`src/rtl/stw_pattern_sequencer.sv`:
```
// Multi-pattern Stop-the-World diagnosis sequencer for the BISR systolic array.
// Walks a table of operand/expected sets, launches STW per pattern and accumulates a sticky PE fault map.
module stw_pattern_sequencer #(
    parameter int ROWS           = 4,
    parameter int COLS           = 4,
    parameter int WORD_SIZE      = 16,
    parameter int NUM_PATTERNS   = 4,
    parameter int TIMEOUT_CYCLES = 64,
    localparam int PE_N  = ROWS * COLS,
    localparam int PAT_W = 4 * WORD_SIZE,
    localparam int IDX_W = (NUM_PATTERNS > 1) ? $clog2(NUM_PATTERNS) : 1,
    localparam int CNT_W = $clog2(PE_N + 1),
    localparam int TMR_W = $clog2(TIMEOUT_CYCLES)
) (
    input  logic                          clk,
    input  logic                          rst_n,
    input  logic                          start,
    input  logic                          abort,
    input  logic [NUM_PATTERNS*PAT_W-1:0] pattern_table,
    output logic                          STW_test_load_en,
    output logic [WORD_SIZE-1:0]          STW_mult_op1,
    output logic [WORD_SIZE-1:0]          STW_mult_op2,
    output logic [WORD_SIZE-1:0]          STW_add_op,
    output logic [WORD_SIZE-1:0]          STW_expected,
    output logic                          STW_start,
    input  logic                          STW_complete,
    input  logic [PE_N-1:0]               STW_result_mat,
    output logic                          busy,
    output logic                          done,
    output logic                          timeout_err,
    output logic [IDX_W-1:0]              pattern_idx,
    output logic [PE_N-1:0]               fault_map,
    output logic [CNT_W-1:0]              fault_count,
    output logic [2:0]                    dbg_state
);

    typedef enum logic [2:0] {
        S_IDLE  = 3'd0,
        S_LOAD  = 3'd1,
        S_FIRE  = 3'd2,
        S_WAIT  = 3'd3,
        S_ACCUM = 3'd4,
        S_DONE  = 3'd5
    } state_t;

    state_t             state;
    state_t             state_nx;
    logic [TMR_W-1:0]   timer;
    logic [IDX_W-1:0]   load_idx;
    logic [PAT_W-1:0]   sel_pat;
    logic               last_pat;
    logic               timer_hit;
    logic               take_start;
    logic               take_complete;
    logic               take_timeout;
    logic               advance;

    function automatic logic [CNT_W-1:0] popcount(input logic [PE_N-1:0] v);
        logic [CNT_W-1:0] n;
        n = '0;
        for (int i = 0; i < PE_N; i++) begin
            n = n + CNT_W'(v[i]);
        end
        return n;
    endfunction

    assign last_pat  = (pattern_idx == IDX_W'(NUM_PATTERNS - 1));
    assign timer_hit = (timer == TMR_W'(TIMEOUT_CYCLES - 1));
    assign dbg_state = state;

    // Array handshake: STW_test_load_en strobes once while the operands are already valid,
    // STW_start pulses on the following cycle, and STW_complete (with STW_result_mat valid
    // in that same cycle) is honoured only while waiting; it needs no acknowledge.
    always_comb begin
        state_nx         = state;
        STW_test_load_en = 1'b0;
        STW_start        = 1'b0;
        busy             = 1'b1;
        done             = 1'b0;
        case (state)
            S_IDLE: begin
                busy = 1'b0;
                if (start) state_nx = S_LOAD;
            end
            S_LOAD: begin
                STW_test_load_en = 1'b1;
                state_nx         = S_FIRE;
            end
            S_FIRE: begin
                STW_start = 1'b1;
                state_nx  = S_WAIT;
            end
            S_WAIT: begin
                // A complete arriving on the last timer cycle still counts.
                if (STW_complete)   state_nx = S_ACCUM;
                else if (timer_hit) state_nx = S_DONE;
            end
            S_ACCUM: begin
                state_nx = last_pat ? S_DONE : S_LOAD;
            end
            S_DONE: begin
                done     = 1'b1;
                state_nx = S_IDLE;
            end
            default: begin
                state_nx = S_IDLE;
            end
        endcase
        if (abort && (state != S_IDLE)) state_nx = S_IDLE;
    end

    always_ff @(posedge clk or negedge rst_n) begin
        if (!rst_n) state <= S_IDLE;
        else        state <= state_nx;
    end

    assign take_start    = (state == S_IDLE) && start;
    assign take_complete = (state == S_WAIT) && STW_complete && !abort;
    assign take_timeout  = (state == S_WAIT) && !STW_complete && timer_hit && !abort;
    assign advance       = (state == S_ACCUM) && !last_pat && !abort;

    // Operands are captured on entry to LOAD so they are already valid during the load strobe.
    assign load_idx = take_start ? '0 : pattern_idx + IDX_W'(1);

    always_comb begin
        sel_pat = '0;
        for (int p = 0; p < NUM_PATTERNS; p++) begin
            if (load_idx == IDX_W'(p)) sel_pat = pattern_table[p*PAT_W +: PAT_W];
        end
    end

    always_ff @(posedge clk or negedge rst_n) begin
        if (!rst_n) begin
            pattern_idx  <= '0;
            timer        <= '0;
            fault_map    <= '0;
            fault_count  <= '0;
            timeout_err  <= 1'b0;
            STW_mult_op1 <= '0;
            STW_mult_op2 <= '0;
            STW_add_op   <= '0;
            STW_expected <= '0;
        end else begin
            if (take_start) begin
                pattern_idx <= '0;
                fault_map   <= '0;
                fault_count <= '0;
                timeout_err <= 1'b0;
            end else if (advance) begin
                pattern_idx <= pattern_idx + IDX_W'(1);
            end

            if (state_nx == S_LOAD) begin
                STW_mult_op1 <= sel_pat[0*WORD_SIZE +: WORD_SIZE];
                STW_mult_op2 <= sel_pat[1*WORD_SIZE +: WORD_SIZE];
                STW_add_op   <= sel_pat[2*WORD_SIZE +: WORD_SIZE];
                STW_expected <= sel_pat[3*WORD_SIZE +: WORD_SIZE];
            end

            if (state == S_FIRE)      timer <= '0;
            else if (state == S_WAIT) timer <= timer + TMR_W'(1);

            // Result bits are pass flags, so failures are the zeros.
            if (take_complete) fault_map <= fault_map | ~STW_result_mat;
            if (take_timeout)  timeout_err <= 1'b1;

            // Both paths into DONE leave fault_map untouched, so its current value is final.
            if ((state_nx == S_DONE) && (state != S_DONE)) fault_count <= popcount(fault_map);
        end
    end

endmodule

```
`config.mk`:
```
export PLATFORM = sky130hd
export DESIGN_NAME = stw_pattern_sequencer
export DESIGN_NICKNAME = d
export VERILOG_FILES = /design/src/rtl/stw_pattern_sequencer.sv
export SDC_FILE = /design/constraint.sdc
export NUM_CORES = 1
export LEC_CHECK = 0
export CAP_MARGIN = 20
export CORE_AREA = 2 2 144 146
export DETAILED_ROUTE_END_ITERATION = 8
export DIE_AREA = 0 0 146 148
export DONT_BUFFER_PORTS = 1
export PLACE_DENSITY = 0.48
export SYNTH_ARGS = -nofsm -noshare
export SYNTH_HDL_FRONTEND = slang
export SYNTH_SLANG_ARGS = --single-unit
```
`constraint.sdc`:
```
create_clock -name clk -period 3.5 [get_ports clk]
set_clock_uncertainty 0.2 [all_clocks]
set_input_delay 0.525 -clock clk [delete_from_list [all_inputs] [get_ports clk]]
set_output_delay 0.525 -clock clk [all_outputs]
set_load 0.1 [all_outputs]
```
==> results of run 1 <==
==> logic make-up (layout without fill, tap and decap cells) <==
logic type | after synthesis | in the layout | synth area share
AND/OR/NAND/NOR | 231 | 231 | 0.177
AO/OA/AOI/OAI | 229 | 229 | 0.223
flip-flops | 97 | 97 | 0.369
buffers and inverters | 97 | 81 | 0.0661
multiplexers | 70 | 70 | 0.119
adder cells (fa/ha/maj) | 17 | 17 | 0.0437
XOR/XNOR | 2 | 2 | 0.00266
==> cell type report <==
type | count | area, um^2 | area share
Multi-Input combinational cell | 549 | 3780 | 0.514
Timing Repair Buffer | 37 | 338 | 0.0460
Clock inverter | 7 | 86.3 | 0.0118
Sequential cell | 97 | 2460 | 0.336
Inverter | 28 | 113 | 0.0153
Tap cell | 270 | 338 | 0.0460
Clock buffer | 9 | 225 | 0.0307
==> flip-flops by register name (all words and copies together) (netlist names) <==
signal	cells
dbg_state	3
pattern_idx	2
timeout_err	1
STW_mult_op1	16
STW_expected	16
timer	6
fault_count	5
STW_mult_op2	16
fault_map	16
STW_add_op	16
==> per-stage QoR <==
step           hold slack [ps]  cell area (um^2)
6_report                  37.9              7340
5_1_grt                   22.1              7340
4_1_cts                   21.4              7320
3_5_place_dp              33.6              6950
3_3_place_gp              34.2              6950
2_1_floorplan             29.4              6630
==> worst max-delay path: stages, from the launching register on <==
cell and delay (ps):
dfrtp_4 490, inv_4 60, fa_2 450, fa_1 510, fa_2 580, fa_2 440
inv_2 70, ha_4 120, inv_2 30, fa_2 340, nor2b_1 110, o21ai_1 70
mux2i_1 150
==> cell usage after synthesis <==
master,instances,area (um^2)
a21o_1,3,22.5
a21oi_1,65,325
a221oi_1,64,561
a22o_1,4,35.0
a31oi_1,1,6.26
and2_4,1,8.76
and3_1,1,6.26
and3b_1,1,8.76
buf_1,9,33.8
buf_2,9,45.0
buf_6,8,90.1
clkbuf_1,43,161
dfrtp_1,97,2430
fa_1,10,200
ha_1,7,87.6
inv_1,28,105
mux2_2,65,732
mux2i_1,5,50.1
nand2_1,141,529
nand2b_1,1,6.26
nand3_1,2,10.0
nand3b_1,64,480
nand4_1,1,6.26
nor2_1,10,37.5
nor2b_1,1,6.26
nor3_1,1,5.00
nor3_4,1,16.3
nor3b_1,1,7.51
nor4_1,1,6.26
o211ai_4,2,42.5
o21a_1,1,7.51
o21ai_0,24,120
o21ai_1,49,245
o22ai_1,15,93.8
o41ai_1,1,8.76
or2_2,1,6.26
or3_1,1,6.26
or4b_1,2,20.0
xor2_1,2,17.5
==> routing by layer <==
metal  share of wire  track usage  routed length [um]  up-vias
met5               0            0                   0        -
met4           0.022       0.0660                 454        0
met3           0.072       0.0392                1480       25
met2            0.53        0.326               10700      268
met1            0.38        0.206                7750     2678
li1                -            -                   -     2653
==> power by group through the flow <==
stage          combinational, mW  sequential (mW)  clock (mW)
2_1_floorplan               1.45             4.36           0
3_3_place_gp                1.98             4.29           0
3_5_place_dp                2.03             4.28           0
4_1_cts                     2.10             4.27        1.08
5_1_grt                     2.33             4.30        1.13
6_report                    2.07             4.25        1.05
==> repair_timing <==
| item | in CTS | in global routing |
|---|---|---|
| buffers inserted | 0 | 1 |
| hold buffers | 2 | 0 |
| gates resized for setup | 9 | 5 |
| pin swaps | 10 | 7 |
| hold endpoints to repair | 97 | 0 |
| setup endpoints to repair | 4 | 5 |
==> path summary, 6_finish.rpt <==
check                              endpoint  cells past startpoint          startpoint  slack [ps]
hold reg to reg                    timer[2]                      1            timer[2]         340
setup reg to reg             fault_count[4]                     12       fault_map[15]        -230
setup / recovery             fault_count[4]                     12       fault_map[15]        -230
max in group asynchronous  STW_mult_op2[11]                      2               rst_n        2130
hold / removal                fault_map[15]                      1  STW_result_mat[15]          40
min in group asynchronous      dbg_state[1]                      2               rst_n         580
==> summary.md, run 1 <==
| Metric | Value |
|---|---|
| GRT Residual Overflow | `0` |
| Share of total power in combinational logic | `0.281` |
| Crit end category | `register` |
| CORE AREA | `0.0200 mm^2` |
| Rows | `52` |
| Mean Syn Cell Area | `around 8.9 um^2` |
| Clock Power Share | `0.143` |
| CTS max path bufs | `2` |
| Total of max-cap violations | `0` |
| Via density per instance | `approximately 5.6` |
| Max Fanout on Critical Path | `2` |
| Area growth syn-to-layout | `11.5%` |
| Drt total wl | `between 20 and 25 mm` |
| Minimum clock period | `3730 ps` |
| Final setup fails | `4` |
| Status | `complete, but fails checks` |
| Port Buf Inserts | `0` |
| Total die area | `~0.022 mm^2` |
| Worst min path class | `input port to register` |
| Worst vdd ir | `roughly 0.36 mV` |
| Final Non-Filler Cells | `approximately 1000` |
| Final #Nets | `about 1000` |
| Switching power | `~4.6 mW` |
| Largest net degree at the start of global routing | `about 200` |
| Via count | `approximately 5600` |
| Yosys warnings | `0` |
| I/O pin count | `372` |
| Synthesis-stage register bit count | `97` |
| Part of the Yosys area used for sequential elements | `0.369` |
| Initial antenna violation count | `0` |
| Most frequent cells in the layout | `141 x nand2_1, 87 x dfrtp_1, 65 x mux2_2` |
| Final ANT Viol Nets | `0` |
| CTS Sinks | `97` |
| Tot Pwr | `~7.4 mW` |
| Worst-path clk slew | `about 80 ps` |
| Detail Placement HPWL | `14.7 mm` |
| Synthesized net count | `~1000` |
| Leakage | `2.89 nW` |
| Internal | `~2.8 mW` |
| Failing checks | `negative setup slack` |
| Seq pwr share | `0.577` |
| Post-synthesis cell count | `743` |
| Worst-skew pair later-pin latency | `roughly 360 ps` |
| Root buffer selected by CTS | `clkbuf_16` |
| CP Launch Type | `register` |
| Util after Layout | `0.366` |
| GRT Total Usage | `0.179` |
| Most common cell after layout, fill and taps aside | `nand2_1` |
| Setup WS pre-CTS | `-281 ps` |
| Worst EP required | `3570 ps` |
| Final setup TNS | `-792 ps` |
| Fillcell total | `between 2000 and 2500` |
| Worst setup path class | `register to register` |
| Routed len/inst | `about 20 um` |
| Least-Margin Pin Slew | `about 1000 ps` |
| Relative slew slack | `0.346` |
| CP arrival | `3790 ps` |
| # diodes | `0` |
| Die Span Y | `148 um` |
| PD cells | `a little over 1000 mW/mm^2` |
| Switch share | `0.622` |
| Iter 0 DRT Violations | `~310` |
| DRC viols | `0` |
| Netlist cell types | `39` |
| Final period util | `1.07` |
| First-pass DRT Iterations | `5` |
| First-pass GRT wire length | `a little over 30 mm` |
| Fraction of layout cells with a size suffix above 1 | `0.208` |
| Max Transition Viols Final | `0` |
| Hold Violations, Final | `0` |
| Cts bufs inserted | `9` |
| Maximum clock rate | `roughly 0.27 GHz` |
| Vias in the first global route | `around 5600` |
| Mapped cell area | `around 0.0066 mm^2` |
| Chip width | `approximately 150 um` |
| Final WS setup | `-228 ps` |
| CTS tree | `yes` |
| Initial Utilization | `0.329` |
| H-Tree Level Count | `3` |
| Inst Count DP | `978` |
| RSZ-0062 raised after global routing | `true` |
| Routability cong. | `0.828` |
(Power assumes the default switching activity.)
==> inputs of run 2 (changes only) <==
--- a/config.mk
+++ b/config.mk
@@ -5,12 +5,14 @@
 export SDC_FILE = /design/constraint.sdc
 export NUM_CORES = 1
 export LEC_CHECK = 0
+export ABC_AREA = 1
 export CAP_MARGIN = 20
 export CORE_AREA = 2 2 144 146
 export DETAILED_ROUTE_END_ITERATION = 8
 export DIE_AREA = 0 0 146 148
 export DONT_BUFFER_PORTS = 1
-export PLACE_DENSITY = 0.48
+export PLACE_DENSITY = 0.45
+export RECOVER_POWER = 50
 export SYNTH_ARGS = -nofsm -noshare
 export SYNTH_HDL_FRONTEND = slang
 export SYNTH_SLANG_ARGS = --single-unit
==> run 2 against run 1 <==
Against the previous run:
- the flow still finishes with violations (negative setup slack)
- sequential cell count stayed put
- highest routed layer unchanged
- non-clock buffer count is 9 higher
- synthesized cell count is 18% higher
- largest cell class unchanged
- critical path type unchanged
- via count is 1.3% higher
==> summary.md, run 2 <==
| Metric | Value |
|---|---|
| Synthesis-stage register bit count | `just under 100` |
| Maximum clock rate | `0.276 GHz` |
| Routed len/inst | `approximately 18 um` |
| Worst-path clk slew | `70 ps` |
| Mean Syn Cell Area | `6.80 um^2` |
| Worst EP required | `~3600 ps` |
| GRT Total Usage | `0.186` |
| Multi-input gate area in the final layout | `0.00321 mm^2` |
| Hold Violations, Final | `0` |
| Netlist cell types | `27` |
| Drt total wl | `around 21 mm` |
| RSZ-0062 raised after global routing | `true` |
| Cts bufs inserted | `9` |
| Rows | `between 50 and 60` |
| Area growth syn-to-layout | `13.5%` |
| Setup WS pre-CTS | `-230 ps` |
| Total die area | `around 0.022 mm^2` |
| GRT Residual Overflow | `0` |
| First-pass GRT wire length | `about 31 mm` |
| Iter 0 DRT Violations | `346` |
| Largest net degree at the start of global routing | `slightly below 100` |
| Final #Nets | `between 1000 and 1500` |
| Commonest cells in the netlist | `295 x nand2_1, 169 x nor2_1, 123 x nand3_1, 97 x dfrtp_1, 40 x inv_1` |
| Worst setup path class | `register to register` |
| First-pass DRT Iterations | `5` |
| CTS Sinks | `97` |
| Fraction of layout cells with a size suffix above 1 | `0.0987` |
| Top FF cell, synth | `dfrtp_1` |
| CP arrival | `about 3700 ps` |
| I/O pin count | `approximately 370` |
| Final ANT Viol Nets | `0` |
| DRC viols | `0` |
| Die Span Y | `~150 um` |
| Crit end category | `register` |
| Worst-skew pair later-pin latency | `between 300 and 400 ps` |
| Dominant cell type by area after synthesis | `dfrtp_1` |
| Most frequent cell after synthesis | `nand2_1` |
| Routability cong. | `a little under 0.8` |
| Via density per instance | `~4.9` |
| Register-to-Register Path Depth | `13` |
| Post-synthesis cell count | `between 800 and 900` |
| Hold path depth | `1` |
| Worst r2r dst | `fault_count[4]` |
| Initial Utilization | `0.299` |
| H-Tree Level Count | `3` |
| Yosys warnings | `0` |
| R2R Setup Slk | `-130 ps` |
| Part of the Yosys area used for sequential elements | `0.406` |
| Max Fanout on Critical Path | `2` |
| Via count | `between 5000 and 6000` |
| Relative slew slack | `0.0575` |
| Final period util | `1.04` |
| Ys async rst share | `1.00` |
| CTS max path bufs | `2` |
| Fillcell total | `between 2000 and 2500` |
| Initial antenna violation count | `0` |
| Vias in the first global route | `between 5000 and 6000` |
| FF-to-FF Start | `fault_map[15]` |
| Synthesized net count | `roughly 1200` |
| Hold_sp | `abort` |
| Root buffer selected by CTS | `clkbuf_16` |
| Worst min path class | `input port to register` |
| Final setup fails | `4` |
| CP Launch Type | `register` |
| Status | `complete, but fails checks` |
| Chip width | `roughly 150 um` |
| Failing checks | `negative setup slack` |
| Max Transition Viols Final | `0` |
| Synth top area share | `0.406` |
| Minimum clock period | `around 3600 ps` |
| Area contributors post-synth | `dfrtp_1 41%, nand2_1 18%, nor2_1 11%` |
| Post-synth EDFFs | `0` |
| Most common cell after layout, fill and taps aside | `nand2_1` |
| CORE AREA | `0.0200 mm^2` |
| Mapped cell area | `0.00599 mm^2` |
| Detail Placement HPWL | `15.2 mm` |
| Register Area | `approximately 0.0025 mm^2` |
| Least-Margin Pin Slew | `1410 ps` |
| Hold Path End | `timeout_err` |
| Total of max-cap violations | `0` |
| Most frequent cells in the layout | `295 x nand2_1, 168 x nor2_1, 123 x nand3_1` |
| # diodes | `0` |
| CTS tree | `yes` |
| Final WS setup | `-128 ps` |
| Port Buf Inserts | `0` |
run 2: changes by cell type in the layout (fill, tap and decap cells not counted), moves of 19 or more:
cell,before,now
a21oi_1,64,13
a221oi_1,64,0
nand3_1,2,123
nor2_1,8,168
mux2_2,65,0
nand2_1,141,295
o21ai_1,50,0
nand3b_1,64,1
nor3_1,1,20
run 2: worst max-delay path: stages (launching register included):
cell,delay [ps]
dfrtp_4,490
inv_4,60
fa_1,430
fa_1,470
fa_1,540
fa_1,420
inv_2,80
ha_4,140
inv_2,40
fa_2,340
nor2_1,90
o21a_1,110
nand3_1,70
nand2_1,90
run 2: worst max-delay path by stage:
stage	cells past startpoint	end	slack, ps	startpoint
after floorplan	11	fault_count[1]	-310	fault_map[1]
after global placement	13	fault_count[4]	-210	fault_map[3]
after CTS	13	fault_count[4]	-150	fault_map[9]
final	13	fault_count[4]	-130	fault_map[15]
after detailed placement	13	fault_count[4]	-230	fault_map[3]
after global routing	14	fault_count[3]	-320	fault_map[3]
run 2: kinds of logic after synthesis:
| group | synth area share |
|---|---|
| buffers and inverters | 0.0669 |
| adder cells (fa/ha/maj) | 0.0481 |
| flip-flops | 0.406 |
| XOR/XNOR | 0.00585 |
| AO/OA/AOI/OAI | 0.0424 |
| AND/OR/NAND/NOR | 0.431 |
run 2: cell type report:
class | instances | area share
clock buffers | 10 | 0.0337
multi-input cells | 690 | 0.472
inverters | 43 | 0.0249
clock inverters | 6 | 0.0133
flip-flops and latches | 97 | 0.362
well taps | 270 | 0.0497
repair buffers | 46 | 0.0447
run 2: metrics by stage:
step	std cells	setup TNS (ps)	util	area [um^2]	hold slack, ps
after global routing	1162	-1840	0.339	6800	50.5
after CTS	1161	-552	0.342	6860	47.5
after floorplan	880	-1100	-	6030	29.4
after global placement	1141	-594	0.323	6470	32.2
after detailed placement	1141	-697	0.323	6470	32.2
final	1162	-391	0.339	6800	65.3
run 2: repair_timing:
action,CTS,global route
gates resized for setup,7,6
hold buffers,2,0
hold endpoints to repair,97,0
pin swaps,13,8
setup endpoints to repair,4,4
setup buffers,2,1
run 2: metal layers:
metal | vias up | routed length [um] | global-route usage
met5 | - | 0 | 0
met4 | 0 | 323 | 0.0587
met3 | 20 | 1440 | 0.0438
met2 | 236 | 10200 | 0.308
met1 | 2637 | 8690 | 0.241
li1 | 2802 | - | -
Power of run 2 is not shown: default switching activity piles up to over one toggle a cycle in this logic, so the estimate is an artifact.
